### config.mk
export PLATFORM = sky130hd
export DESIGN_NAME = fifo_burst_packer
export DESIGN_NICKNAME = d
export VERILOG_FILES = /design/src/rtl/fifo_burst_packer.sv
export SDC_FILE = /design/constraint.sdc
export NUM_CORES = 1
export LEC_CHECK = 0
export ABC_CLOCK_PERIOD_IN_PS = 1960
export BUFFER_PORTS_ARGS = -buffer_cell sky130_fd_sc_hd__buf_4
export CORE_MARGIN = 2
export CORE_UTILIZATION = 50
export CTS_CLUSTER_DIAMETER = 80
export CTS_CLUSTER_SIZE = 30
export DETAILED_ROUTE_END_ITERATION = 10
export GPL_ROUTABILITY_DRIVEN = 0
export MAX_ROUTING_LAYER = met4
export PLACE_DENSITY = 0.76
export SYNTH_ARGS = -nofsm -noshare
export SYNTH_HDL_FRONTEND = slang
export SYNTH_SLANG_ARGS = --single-unit
### constraint.sdc
create_clock -name clk -period 1.96 [get_ports clk]
set_input_delay 0.196 -clock clk [delete_from_list [all_inputs] [get_ports clk]]
set_output_delay 0.196 -clock clk [all_outputs]
set_load 0.02 [all_outputs]
### src/rtl/fifo_burst_packer.sv
// Packs show-ahead FIFO words into valid/ready bursts of up to BURST_LEN beats.
// Define BURST_TIMEOUT_EN to close partial packets after TIMEOUT idle cycles.
module fifo_burst_packer #(
  parameter int WIDTH     = 8,
  parameter int BURST_LEN = 4,
  parameter int TIMEOUT   = 8
) (
  input  logic             clk,
  input  logic             rst_n,
  input  logic [WIDTH-1:0] fifo_dout,
  input  logic             fifo_empty,
  output logic             fifo_rd_en,
  output logic [WIDTH-1:0] m_data,
  output logic             m_valid,
  output logic             m_last,
  input  logic             m_ready
);

  localparam int CW = $clog2(BURST_LEN) + 1;
  localparam int TW = (TIMEOUT > 1) ? $clog2(TIMEOUT) : 1;
  localparam logic [CW-1:0] END_CNT = CW'(BURST_LEN - 1);

  logic [WIDTH-1:0] r_stg_data;
  logic             r_stg_vld;
  logic [CW-1:0]    r_cnt;
  logic [WIDTH-1:0] r_m_data;
  logic             r_m_valid;
  logic             r_m_last;

  logic w_out_free;
  logic w_at_end;
  logic w_tmo;
  logic w_move;
  logic w_pop;
  logic w_last_nxt;

  assign w_out_free = !r_m_valid || m_ready;
  assign w_at_end   = (r_cnt == END_CNT);

`ifdef BURST_TIMEOUT_EN
  logic [TW-1:0] r_tmr;
  logic          w_tmr_run;

  // Timer only runs while a non-final word sits waiting for a successor
  assign w_tmr_run = r_stg_vld && fifo_empty && !w_at_end && w_out_free;
  assign w_tmo     = w_tmr_run && (r_tmr == TW'(TIMEOUT - 1));

  always_ff @(posedge clk or negedge rst_n) begin
    if (!rst_n) begin
      r_tmr <= '0;
    end else if (w_move || !fifo_empty) begin
      r_tmr <= '0;
    end else if (w_tmr_run) begin
      r_tmr <= r_tmr + TW'(1);
    end
  end
`else
  assign w_tmo = 1'b0;
`endif

  assign w_move = w_out_free && r_stg_vld &&
                  (w_at_end || !fifo_empty || w_tmo);
  assign w_last_nxt = w_at_end || (fifo_empty && w_tmo);
  assign w_pop = !fifo_empty && (!r_stg_vld || w_move);

  assign fifo_rd_en = w_pop && rst_n;
  assign m_data     = r_m_data;
  assign m_valid    = r_m_valid;
  assign m_last     = r_m_last;

  always_ff @(posedge clk or negedge rst_n) begin
    if (!rst_n) begin
      r_m_data   <= '0;
      r_m_valid  <= 1'b0;
      r_m_last   <= 1'b0;
      r_cnt      <= '0;
      r_stg_data <= '0;
      r_stg_vld  <= 1'b0;
    end else begin
      if (w_move) begin
        r_m_valid <= 1'b1;
        r_m_data  <= r_stg_data;
        r_m_last  <= w_last_nxt;
        r_cnt     <= w_last_nxt ? '0 : r_cnt + CW'(1);
      end else if (r_m_valid && m_ready) begin
        r_m_valid <= 1'b0;
      end
      if (w_pop) begin
        r_stg_data <= fifo_dout;
        r_stg_vld  <= 1'b1;
      end else if (w_move) begin
        r_stg_vld <= 1'b0;
      end
    end
  end

endmodule

### Word-level counts from Yosys, hierarchy flattened

Index checks and enable logic that the tools add are counted.

| storage, ports and cells | value |
|---|---|
| bits in registers | 22 |
| input bits | 12 |
| output and inout bits | 11 |
| word-level logic and storage cells | 26 |

| operators by class | value |
|---|---|
| add/sub/neg operators | 1 |
| equality and inequality tests | 1 |
| multiplexer cells | 5 |
| reduce and logical (&&, ||, !) cells | 13 |

Operators by type and width:

| cell | count |
|---|---|
| $logic_and A1 B1 Y1 | 5 |
| $mux W1 | 4 |
| $reduce_bool A2 Y1 | 2 |
| $add A3 B1 Y3 const B | 1 |
| $eq A3 B2 Y1 const B | 1 |
| $logic_not A1 Y1 | 3 |
| $logic_or A1 B1 Y1 | 3 |
| $mux W3 | 1 |

### Depth between registers and ports, before layout

| depth | value |
|---|---|
| depth in word-level cells | 7 |
| gate-level depth with buffers | 5 |
| depth with buffers taken out | 4 |

### Worst setup path after synthesis

No wires, ideal clock.

| path | value |
|---|---|
| path kind | register -> register |
| start | reg r_cnt[0] |
| end | reg r_m_data[2] (netlist: m_data[2]) |
| library setup time | 125 ps |
| data arrival time | 1384 ps |
| required time | 1835 ps |
| path slack | 451 ps |
| cell stages (with the launch flop) | 6 |
| path buffers | 1 |
| period minus slack after synthesis | 1509 ps |
| cell sequence | dfrtp_1 -> ha_1 -> nand2b_4 -> a211oi_4 -> buf_8 -> mux2_4 |

| between the ends | value |
|---|---|
| cells in the longest elaborated chain, start to end | 3 |

Ends and longest elaborated chain:

| what | line | source |
|---|---|---|
| start, declared | 25 | `logic [CW-1:0] r_cnt;` |
| start signal, assigned | 84 | `r_cnt <= w_last_nxt ? '0 : r_cnt + CW'(1);` |
| $eq A3 B2 Y1 | 38 | `assign w_at_end = (r_cnt == END_CNT);` |
| $logic_or A1 B1 Y1 | 62 | `(w_at_end \|\| !fifo_empty \|\| w_tmo);` |
| $logic_and A1 B1 Y1 | 61 | `assign w_move = w_out_free && r_stg_vld &&` |
| end signal, assigned | 82 | `r_m_data <= r_stg_data;` |
| end, declared | 26 | `logic [WIDTH-1:0] r_m_data;` |

No other way between the ends.
A chain may end at the register's enable or synchronous reset.

### Worst setup path after layout

| path | value |
|---|---|
| start | reg r_cnt[0] |
| end | reg r_cnt[1] |

| between the ends | value |
|---|---|
| cells in the longest elaborated chain, start to end | 3 |
| elaborated cells between the ends (all ways) | 5 |
| those cells by class | add/sub: 1; eq/ne: 1; mux: 1; reduce/logical: 2 |

Ends and longest elaborated chain:

| what |
|---|
| branches (longest 3 deep; another with $add A3 B1 Y3) |

Several ways; the timed one is not identified.

==> key figures <==
Synthesis
  • Top cells by area, synth: dfrtp_1 61%, mux2_2 14%, mux2_4 9.9%, a211oi_4 2.2%, buf_8 1.7%
  • Synthesis warning total: 0
  • Largest family of logic cells by synthesized area: multiplexers
  • Adder-cell share of the synthesized area: 1.38%
  • XOR/XNOR share of the synthesized area: 0%
  • Synth Cell Area: 910 sq um
  • Post-synthesis simple-gate area fraction: between 4 and 5%
  • Number of synthesized register bits: 22
  • Mux contribution to synthesized area: 24.6%
  • Area leader, netlist: dfrtp_1
  • Synth cell types: 17
  • Net count after synthesis: 68
  • Syn Area/Cell: 16.5 sq um
  • Sequential area share after synthesis: around 61%
  • Synth Area in Compound Gates: 6.19%
  • Mapped Cells: 55
  • Yosys top cell area share: between 60% and 70%

Final layout
  • Share of cells above drive strength 1: 59.8%
  • Ant. Diodes: 0
  • Synth-to-Final Area Change: 26.7%
  • Final net count: 96
  • Final Util: 66.7%

Die
  • Io pins: 23
  • Starting density of the core: between 50% and 60%
  • Die area: 0.00218 sq mm
  • Row count: 15
  • Die Wd: 46.7 um
  • Core area: roughly 0.0017 sq mm
  • Die Ht: 46.7 um

Clock network
  • Root Buffer: clkbuf_4
  • CTS tree: yes
  • CTS clk-pin slew, worst paths: 0.12 ns
  • Num CTS Buffers: 3
  • Clock Latency Late Sink: roughly 0.30 ns
  • Clk sinks: 22
  • Post-CTS setup buffer count: 0
  • Depth of the CTS H-tree: 1
  • Max clock buf depth: 2

Setup path
  • Worst path cell trace: ha_1 > nand2b_4 > a211oi_4 > buf_4 > mux2_4
  • Required time of the critical path: approximately 2.2 ns
  • CP arrival: roughly 2 ns
  • Type of origin of the critical path: flip-flop
  • Max incr delay on CP: between 0.4 and 0.5 ns
  • CP endpoint kind: flip-flop
  • CP max FO: 8
  • Setup CP Type: flip-flop to flip-flop
  • CP max stage cell: a211oi_4
  • CP bufs+invs: 1
  • Cell family with the largest share of critical-path delay: compound AO/OA/AOI/OAI gates

Global route
  • First-pass GRT wire length: 2410 um
  • Global route overflow: 0
  • Antenna violations before repair: 0
  • Largest net degree at the start of global routing: 24
  • Gr usage total: ~17%
  • Vias in the first global route: 551

Routing
  • WL per Instance: approximately 14 um
  • Routed WL: between 1000 and 1500 um
  • DR vias: 536
  • Drt initial violations: 3
  • Final ANT Viol Nets: 0
  • Vias/cell: roughly 5
  • DRC Markers: 0
  • DR pass1 iterations: 4

Timing
  • Slew headroom: between 70 and 80%
  • Final Setup Violations: 0
  • Max Slew Vio Count: 0
  • Clk_skew: ~0.0067 ns
  • FMAX: 562 MHz
  • Setup TNS: 0 ns
  • Final hold viol count: 0
  • Setup slack after layout: 0.179 ns
  • RSZ-0062 raised after global routing: no
  • Worst Max-Slew Pin Slew: ~0.42 ns
  • Final worst path period share: roughly nine tenths
  • Final Critical Period: 1.78 ns

Power and ir drop
  • Logic gate share of total power: 44.3%
  • Clock power frac: between 10% and 20%
  • Power Total: ~0.0017 W
  • Sw Share: between 30% and 40%
  • Max rail drop VDD: between 0.7 and 0.8 mV
  • P_int: 0.00116 W
  • PwrDens: 1500 mW/mm^2
  • Sequential share of power: 41.7%
  • Pleak: 0.543 nW
  • Sw Pwr: 0.000576 W

Job
  • Max-capacitance violation count: 0

Status
  • Status: complete, no violations

Placed design
  • Dpl hpwl: 1040 um
  • DP Worst Slack: 0.181 ns
  • Port bufs: 22

Worst hold path
  • Hold crit path type: input pin to flip-flop
==> timing repair <==
action | 4_1_cts | 5_1_grt
hold endpoints to repair | 22 | 0
endpoints found under the setup margin | 0 | 1
resized for setup | 0 | 1
hold buffers | 1 | 0
==> layout by cell type, fill, tap and decap left out, drive strengths merged, types with 2 or more instances in the layout <==
cell type	n
mux2	17
dfrtp	22
o31ai	2
inv	2
clkbuf	4
buf	23
==> worst reg2reg max path, delay by kind of cell (launching register included) <==
kind	cells	cell delay, ns
AND/OR/NAND/NOR	1	0.08
AO/OA/AOI/OAI	1	0.43
multiplexers	1	0.31
adder cells (fa/ha/maj)	1	0.22
buffers and inverters	1	0.26
flip-flops	1	0.37
==> per-stage QoR <==
| stage | area [sq um] | std cells | hold WS (ns) |
|---|---|---|---|
| global placement | 1100 | 102 | 0.0986 |
| CTS | 1140 | 107 | 0.110 |
| detailed placement | 1100 | 102 | 0.0961 |
| finish | 1150 | 107 | 0.113 |
| floorplan | 910 | 55 | -0.0996 |
| global route | 1150 | 107 | 0.101 |
==> power groups by stage <==
stage / logic, W / clock network, W / registers, W
floorplan: 0.000403 / 0 / 0.000841
global placement: 0.000752 / 0 / 0.000725
detailed placement: 0.000769 / 0 / 0.000730
CTS: 0.000775 / 0.000249 / 0.000722
global route: 0.000829 / 0.000265 / 0.000742
finish: 0.000768 / 0.000243 / 0.000722
==> cells in the mapped netlist (all sizes together) <==
| cell type | count |
|---|---|
| or2 | 1 |
| o31ai | 2 |
| a211oi | 1 |
| and2 | 1 |
| inv | 2 |
| dfrtp | 22 |
| mux2i | 1 |
| ha | 1 |
| buf | 1 |
| a21oi | 1 |
| a21boi | 1 |
| o21ai | 1 |
| mux2 | 17 |
| nor2b | 1 |
| nand2 | 1 |
| nand2b | 1 |
==> flip-flops by register name (all words and copies together) (netlist names) <==
| register | count |
|---|---|
| m_data | 8 |
| r_stg_data | 8 |
| r_cnt | 3 |
| m_last | 1 |
| m_valid | 1 |
| r_stg_vld | 1 |
==> area by class of cell <==
type,count,area (sq um)
fill,141,574
tap,25,31.3
clock buffer,4,36.3
inverter,2,7.51
sequential,22,551
multi-input combinational,30,344
timing repair buffer,24,183
==> per-layer routing <==
layer  routed length [um]  track usage (%)  share of wire [%]  vias up
met5                    0                -                  0        -
met4                   36             10.0                2.5        0
met3                   61             3.53                4.2        4
met2                  723             27.2                 50       17
met1                  626             20.1                 43      269
li1                     -                -                  -      246
==> worst paths after layout <==
check	from	to	slack, ns	depth (start not counted)
setup / recovery	r_cnt[0]	r_cnt[1]	0.18	5
hold / removal	fifo_dout[1]	r_stg_data[1]	0.11	2
setup reg to reg	r_cnt[0]	r_cnt[1]	0.18	5
hold reg to reg	r_stg_data[4]	m_data[4]	0.52	1
max in group asynchronous	rst_n	r_cnt[2]	1.44	2
min in group asynchronous	rst_n	m_last	0.30	2
==> logic make-up (layout without fill, tap and decap cells) <==
group           Yosys count  in the layout
buf+inv                   3             30
flops                    22             22
mux                      18             18
simple gates              5              5
compound gates            6              6
fa+ha+maj                 1              1
Note: power is estimated with default switching activity, not from simulation.
